**src/rtl/nec_ir_rx.sv**
```systemverilog
// NEC IR frame decoder: measures mark/space widths against CLK_HZ/TOL_PCT windows, assembles 32-bit frames.
// Optional build macro NEC_STRICT_CHECK_EN rejects frames whose address/command complements do not match.
module nec_ir_rx #(
  parameter int unsigned CLK_HZ        = 50_000_000,
  parameter int unsigned TOL_PCT       = 25,
  parameter bit          IR_ACTIVE_HIGH = 1'b1,
  parameter int unsigned SYNC_STAGES   = 2,
  parameter int unsigned RPT_WINDOW_MS = 120
) (
  input  logic        clk,
  input  logic        reset,
  input  logic        ir,
  output logic [31:0] frame_data,
  output logic        frame_valid,
  input  logic        frame_ready,
  output logic        rpt,
  output logic        overrun,
  output logic [7:0]  err_count,
  output logic        busy
);

  // Durations are given in 100 ns units so 562.5 us stays an integer.
  function automatic int unsigned nom_cyc(input longint unsigned t_100ns);
    return 32'((64'(CLK_HZ) * t_100ns) / 64'd10_000_000);
  endfunction

  function automatic int unsigned lo_of(input int unsigned n);
    return 32'((64'(n) * 64'(100 - TOL_PCT)) / 64'd100);
  endfunction

  function automatic int unsigned hi_of(input int unsigned n);
    return 32'((64'(n) * 64'(100 + TOL_PCT)) / 64'd100);
  endfunction

  localparam int unsigned LEAD_N  = nom_cyc(64'd90000);
  localparam int unsigned DATA_N  = nom_cyc(64'd45000);
  localparam int unsigned RPT_N   = nom_cyc(64'd22500);
  localparam int unsigned BIT_N   = nom_cyc(64'd5625);
  localparam int unsigned ONE_N   = nom_cyc(64'd16875);

  localparam int unsigned LEAD_LO = lo_of(LEAD_N);
  localparam int unsigned LEAD_HI = hi_of(LEAD_N);
  localparam int unsigned DATA_LO = lo_of(DATA_N);
  localparam int unsigned DATA_HI = hi_of(DATA_N);
  localparam int unsigned RPT_LO  = lo_of(RPT_N);
  localparam int unsigned RPT_HI  = hi_of(RPT_N);
  localparam int unsigned BIT_LO  = lo_of(BIT_N);
  localparam int unsigned BIT_HI  = hi_of(BIT_N);
  localparam int unsigned ONE_LO  = lo_of(ONE_N);
  localparam int unsigned ONE_HI  = hi_of(ONE_N);

  localparam int unsigned SAT_VAL = (LEAD_HI * 3) / 2;
  localparam int unsigned CW      = $clog2(SAT_VAL + 1);
  localparam int unsigned RPT_CYC = 32'((64'(CLK_HZ) * 64'(RPT_WINDOW_MS)) / 64'd1000);
  localparam int unsigned RW      = $clog2(RPT_CYC + 1);

  typedef enum logic [3:0] {
    IDLE, LEAD_MARK, LEAD_SPACE, BIT_MARK, BIT_SPACE, STOP_MARK, RPT_MARK, DONE, ERROR
  } state_t;

  function automatic logic in_win(input logic [CW-1:0] w, input int unsigned lo,
                                  input int unsigned hi);
    return (32'(w) >= lo) && (32'(w) <= hi);
  endfunction

  logic [SYNC_STAGES-1:0] sync;
  logic                   mark_d;
  logic [CW-1:0]          cnt;
  logic [RW-1:0]          rpt_cnt;
  state_t                 state, state_next;
  logic [4:0]             idx, idx_next;
  logic [31:0]            shreg, shreg_next;
  logic                   mark_c, edge_c, mark_edge_c, space_edge_c, sat_c, expired_c;
  logic                   meas_c, rpt_hit_c, load_hit_c;

  assign mark_c       = sync[SYNC_STAGES-1] ~^ IR_ACTIVE_HIGH;
  assign edge_c       = mark_c ^ mark_d;
  assign mark_edge_c  = edge_c & mark_c;
  assign space_edge_c = edge_c & ~mark_c;
  assign sat_c        = (cnt == CW'(SAT_VAL));
  assign expired_c    = (rpt_cnt == RW'(RPT_CYC));
  assign meas_c       = state inside {LEAD_MARK, LEAD_SPACE, BIT_MARK, BIT_SPACE, STOP_MARK, RPT_MARK};

  // Synchroniser and width counter; the counter restarts at every level change.
  always_ff @(posedge clk) begin
    if (reset) begin
      sync   <= {SYNC_STAGES{~IR_ACTIVE_HIGH}};
      mark_d <= 1'b0;
      cnt    <= '0;
    end else begin
      sync   <= {sync[SYNC_STAGES-2:0], ir};
      mark_d <= mark_c;
      if (edge_c)      cnt <= '0;
      else if (!sat_c) cnt <= cnt + CW'(1);
    end
  end

  always_ff @(posedge clk) begin
    if (reset) begin
      state <= IDLE;
      idx   <= '0;
      shreg <= '0;
    end else begin
      state <= state_next;
      idx   <= idx_next;
      shreg <= shreg_next;
    end
  end

  always_comb begin
    state_next = state;
    idx_next   = idx;
    shreg_next = shreg;
    rpt_hit_c  = 1'b0;
    load_hit_c = 1'b0;
    unique case (state)
      IDLE: if (mark_edge_c) state_next = LEAD_MARK;
      LEAD_MARK:
        if (edge_c) state_next = (space_edge_c && in_win(cnt, LEAD_LO, LEAD_HI)) ? LEAD_SPACE : ERROR;
      LEAD_SPACE:
        if (edge_c) begin
          if (mark_edge_c && in_win(cnt, DATA_LO, DATA_HI)) begin
            state_next = BIT_MARK;
            idx_next   = '0;
            shreg_next = '0;
          end else if (mark_edge_c && in_win(cnt, RPT_LO, RPT_HI)) begin
            state_next = RPT_MARK;
          end else begin
            state_next = ERROR;
          end
        end
      BIT_MARK:
        if (edge_c) state_next = (space_edge_c && in_win(cnt, BIT_LO, BIT_HI)) ? BIT_SPACE : ERROR;
      BIT_SPACE:
        if (edge_c) begin
          if (mark_edge_c && (in_win(cnt, BIT_LO, BIT_HI) || in_win(cnt, ONE_LO, ONE_HI))) begin
            shreg_next = {in_win(cnt, ONE_LO, ONE_HI), shreg[31:1]};
            if (idx == 5'd31) begin
              state_next = STOP_MARK;
            end else begin
              idx_next   = idx + 5'd1;
              state_next = BIT_MARK;
            end
          end else begin
            state_next = ERROR;
          end
        end
      STOP_MARK:
        if (edge_c) state_next = (space_edge_c && in_win(cnt, BIT_LO, BIT_HI)) ? DONE : ERROR;
      RPT_MARK:
        if (edge_c) begin
          if (space_edge_c && in_win(cnt, BIT_LO, BIT_HI)) begin
            state_next = IDLE;
            rpt_hit_c  = ~expired_c;
          end else begin
            state_next = ERROR;
          end
        end
      DONE: begin
`ifdef NEC_STRICT_CHECK_EN
        if ((shreg[15:8] != ~shreg[7:0]) || (shreg[31:24] != ~shreg[23:16])) begin
          state_next = ERROR;
        end else begin
          load_hit_c = 1'b1;
          state_next = IDLE;
        end
`else
        load_hit_c = 1'b1;
        state_next = IDLE;
`endif
      end
      ERROR: begin
        shreg_next = '0;
        state_next = IDLE;
      end
      default: state_next = IDLE;
    endcase
    // A line stuck in one level for too long aborts the frame.
    if (meas_c && !edge_c && sat_c) state_next = ERROR;
  end

  // Output handshake, repeat timer and error statistics.
  always_ff @(posedge clk) begin
    if (reset) begin
      frame_data  <= '0;
      frame_valid <= 1'b0;
      overrun     <= 1'b0;
      err_count   <= '0;
      rpt         <= 1'b0;
      busy        <= 1'b0;
      rpt_cnt     <= RW'(RPT_CYC);
    end else begin
      rpt  <= rpt_hit_c;
      busy <= (state_next != IDLE);
      if (load_hit_c) begin
        if (!frame_valid || frame_ready) begin
          frame_data  <= shreg;
          frame_valid <= 1'b1;
        end else begin
          overrun <= 1'b1;
        end
      end else if (frame_valid && frame_ready) begin
        frame_valid <= 1'b0;
      end
      if (load_hit_c || rpt_hit_c) rpt_cnt <= '0;
      else if (!expired_c)         rpt_cnt <= rpt_cnt + RW'(1);
      if (state == ERROR && err_count != 8'hFF) err_count <= err_count + 8'd1;
    end
  end

endmodule

```
**config.mk**
```make
export PLATFORM = sky130hd
export DESIGN_NAME = nec_ir_rx
export DESIGN_NICKNAME = d
export VERILOG_FILES = /design/src/rtl/nec_ir_rx.sv
export SDC_FILE = /design/constraint.sdc
export NUM_CORES = 1
export LEC_CHECK = 0
export ABC_AREA = 1
export BUFFER_PORTS_ARGS = -buffer_cell sky130_fd_sc_hd__buf_2
export CAP_MARGIN = 10
export CORE_MARGIN = 5
export CORE_UTILIZATION = 35
export DETAILED_ROUTE_END_ITERATION = 12
export SLEW_MARGIN = 20
export SYNTH_ARGS = -nofsm -noshare
export SYNTH_HDL_FRONTEND = slang
export SYNTH_SLANG_ARGS = --single-unit
```
**constraint.sdc**
```tcl
create_clock -name clk -period 5.6 [get_ports clk]
set_clock_uncertainty 0.2 [all_clocks]
set_input_delay 1.68 -clock clk [delete_from_list [all_inputs] [get_ports clk]]
set_output_delay 1.68 -clock clk [all_outputs]
set_load 0.01 [all_outputs]
```
==> summary.md <==
| Metric | Value |
|---|---|
| Status | `completed` |
| Synth Area per Inst | `6.85 um2` |
| Leakage power | `0.00301 uW` |
| Syn-to-layout area delta | `14.1%` |
| Ys async rst share | `0%` |
| Chip Height | `150 um` |
| Max transition margin | `49.4%` |
| M3 GR Usage | `3.79%` |
| Clock Path Buffers | `2` |
| Compound-Gate Fraction of Synth Area | `12.8%` |
| Vias/cell | `5.08` |
| Critical path endpoint | `cnt[15]` |
| Area occupied by multi-input gates | `0.00366 mm2` |
| H-Tree Depth | `4` |
| Wire per inst | `13.2 um` |
| Post-route antenna net violation count | `0` |
| Mapped cell area | `0.00688 mm2` |
| Reg2reg path depth | `11` |
| Clock Pin Slew Worst Setup and Hold Paths | `0.06 ns` |
| Tot GR Track Use | `15.8%` |
| I/O Buffers | `47` |
| Layout cell share with drive strength beyond 1 | `11.0%` |
| R2r startpoint | `cnt[12]` |
| CTS tree | `built` |
| Adder-cell share of the synthesized area | `2.00%` |
| Post-CTS Setup Repair Bufs | `0` |
| CP startpoint | `reset` |
| GRT busiest layer | `met2` |
| Max-slew violations | `0` |
| Design area | `0.00785 mm2` |
| DR vias | `6675` |
| Main combinational cell family by area after synthesis | `simple AND/OR/NAND/NOR gates` |
| Met1 GRT Util | `21.7%` |
| Post-Place Worst Slack | `1.88 ns` |
| Post-Synthesis Cells | `1005` |
| Final total power | `2100 uW` |
| Vias in the first global route | `6133` |
| TritonCTS buffer count | `17` |
| Final hold vios | `0` |
| Placed Area | `0.00728 mm2` |
| Worst Setup Start Kind | `input pin` |
| Setup TNS Final | `0 ns` |
| Simple-Gate Fraction of Synth Area | `36.5%` |
| Pwr Density | `267 mW/mm2` |
| Initial antenna violation count | `0` |
| Critical Path RT | `5.69 ns` |
| Post-Synth XOR/XNOR Area | `1.91%` |
| Drt pass-1 iters | `5` |
| Crit share post-route | `58.2%` |
| Worst Hold Class | `reg -> reg` |
| Post-synth EDFFs | `0` |
| CTS Hold Buffers Added | `0` |
| First-pass GRT wire length | `29.4 mm` |
| Peak fanout along the critical path | `39` |
| Post-detail-place hpwl | `12.4 mm` |
| DRC viols | `0` |
| # resized after CTS | `0` |
| # IOs | `48` |
| CP arrival | `3.35 ns` |
| Max-cap viol count | `0` |
| Drt initial violations | `569` |
| R2R Setup Slk | `2.60 ns` |
| Synth Warn # | `0` |
| CTS sink count | `131` |
| FF+latch area | `0.00262 mm2` |
| Die area | `0.0226 mm2` |
| Synth Flop Type | `dfxtp_1` |
| Die width | `150 um` |
| GP Congestion | `0.897` |
| Net count, final | `1050` |
| Initial Util | `35.5%` |
| Clock root cell | `clkbuf_16` |
| Worst-Margin Slew | `0.753 ns` |
| PnR worst setup slack | `2.34 ns` |
| # rows | `51` |
| # diodes | `0` |
| Routed WL | `17.4 mm` |
| Final setup violation count | `0` |
| Synth cell types | `43` |
| Tmin final | `3.26 ns` |
| Crit. End Element | `register` |
| VDD IR max | `0.000176 V` |
| Core ar. | `0.0194 mm2` |
| Final Util | `40.5%` |
| Grt ovf | `0` |
| #FFs+latches synth | `131` |
| RSZ-0062 raised after global routing | `no` |
| GR Util met2 | `24.3%` |
| Post-synthesis sequential area ratio | `38.1%` |
| Worst-Skew Late Latency | `0.42 ns` |
| Mapped Nets | `1020` |
| Filler instances | `2083` |
| Critical path class | `in -> reg` |
| Fmax | `307 MHz` |
| Reg2reg end | `shreg[2]` |
| Largest net degree at the start of global routing | `65` |
| Multiplexer share of the synthesized area | `0%` |
## flip-flops by register name, summed over array words and instances, names as in the netlist, 2 cells and up
name,cells
shreg,32
state,4
rpt_cnt,23
sync,2
idx,5
err_count,8
frame_data,32
cnt,20
## Yosys cell counts, drive strengths merged, types with 11 or more instances
cell type  number  area share, %
nand2         232             13
ha             11            2.0
a21oi         109            7.9
clkbuf         20            1.1
nor3           34            2.6
nand3          89            6.8
nand3b         33            3.6
nand4          28            2.5
nor2          100            5.9
inv           104            5.7
nor4           11            1.0
o21ai          39            2.8
buf            20            1.9
dfxtp         131             38
## routing by layer
| layer | vias up | share of wire, % |
|---|---|---|
| li1 | 3405 | - |
| met2 | 203 | 45 |
| met4 | 0 | 2.2 |
| met3 | 32 | 5.8 |
| met1 | 3035 | 47 |
| met5 | - | 0 |
## metrics by stage
step                hold WS [ns]  std cells
floorplan                  0.188       1005
global placement           0.200       1281
detailed placement         0.202       1281
CTS                        0.209       1313
global route               0.247       1313
finish                     0.204       1313
## worst max-delay path: stages
cell and delay, ns:
buf_2 0.33, nor2_1 0.53, inv_1 0.33, a2111oi_0 0.46
## report_power, final
part	total, uW	internal [uW]	switching (uW)	leakage, uW
clock network	1070	647	419	0.000276
logic	76.7	23.5	53.1	0.00167
registers	955	943	11.5	0.00106
total	2100	1610	484	0.00301
## how the worst min path moves through the flow
stage          startpoint  endpoint  slack (ns)  cells after the start
3_3_place_gp      sync[0]   sync[1]        0.20                      2
5_1_grt           sync[0]   sync[1]        0.25                      2
3_5_place_dp      sync[0]   sync[1]        0.20                      2
6_report          sync[0]   sync[1]        0.20                      2
4_1_cts           sync[0]   sync[1]        0.21                      2
2_1_floorplan     sync[0]   sync[1]        0.19                      2
## final cells by class
type	instances	area share, %
Clock inverter	11	1.31
Timing Repair Buffer	51	3.38
Inverter	105	5.02
Clock buffer	21	5.99
Tap cell	265	4.22
Multi-Input combinational cell	729	46.7
Sequential cell	131	33.4
## cell usage in the layout (no fill, tap or decap), types with 3 or more instances in the layout
| cell | count |
|---|---|
| o21ai_0 | 37 |
| nor2_2 | 7 |
| clkbuf_8 | 3 |
| nor3b_1 | 7 |
| buf_4 | 4 |
| a31oi_1 | 4 |
| a21oi_1 | 109 |
| xor2_1 | 10 |
| nor2_1 | 91 |
| nor3_1 | 32 |
| inv_2 | 9 |
| nand3b_1 | 33 |
| nand4_1 | 28 |
| nand2_2 | 7 |
| ha_1 | 11 |
| nor4_1 | 11 |
| nand3_1 | 86 |
| buf_2 | 47 |
| clkinv_2 | 3 |
| clkbuf_16 | 17 |
| inv_1 | 95 |
| clkinvlp_4 | 3 |
| xnor2_1 | 5 |
| dfxtp_1 | 131 |
| nand2_1 | 224 |
## logic make-up after synthesis
logic type | after synthesis
adders and majority gates | 11
and+or+nand+nor | 537
AOI/OAI and AO/OA | 166
DFF | 131
xor gates and xnor gates | 15
buffers and inverters | 145
Power figures use the tool's default switching activity.
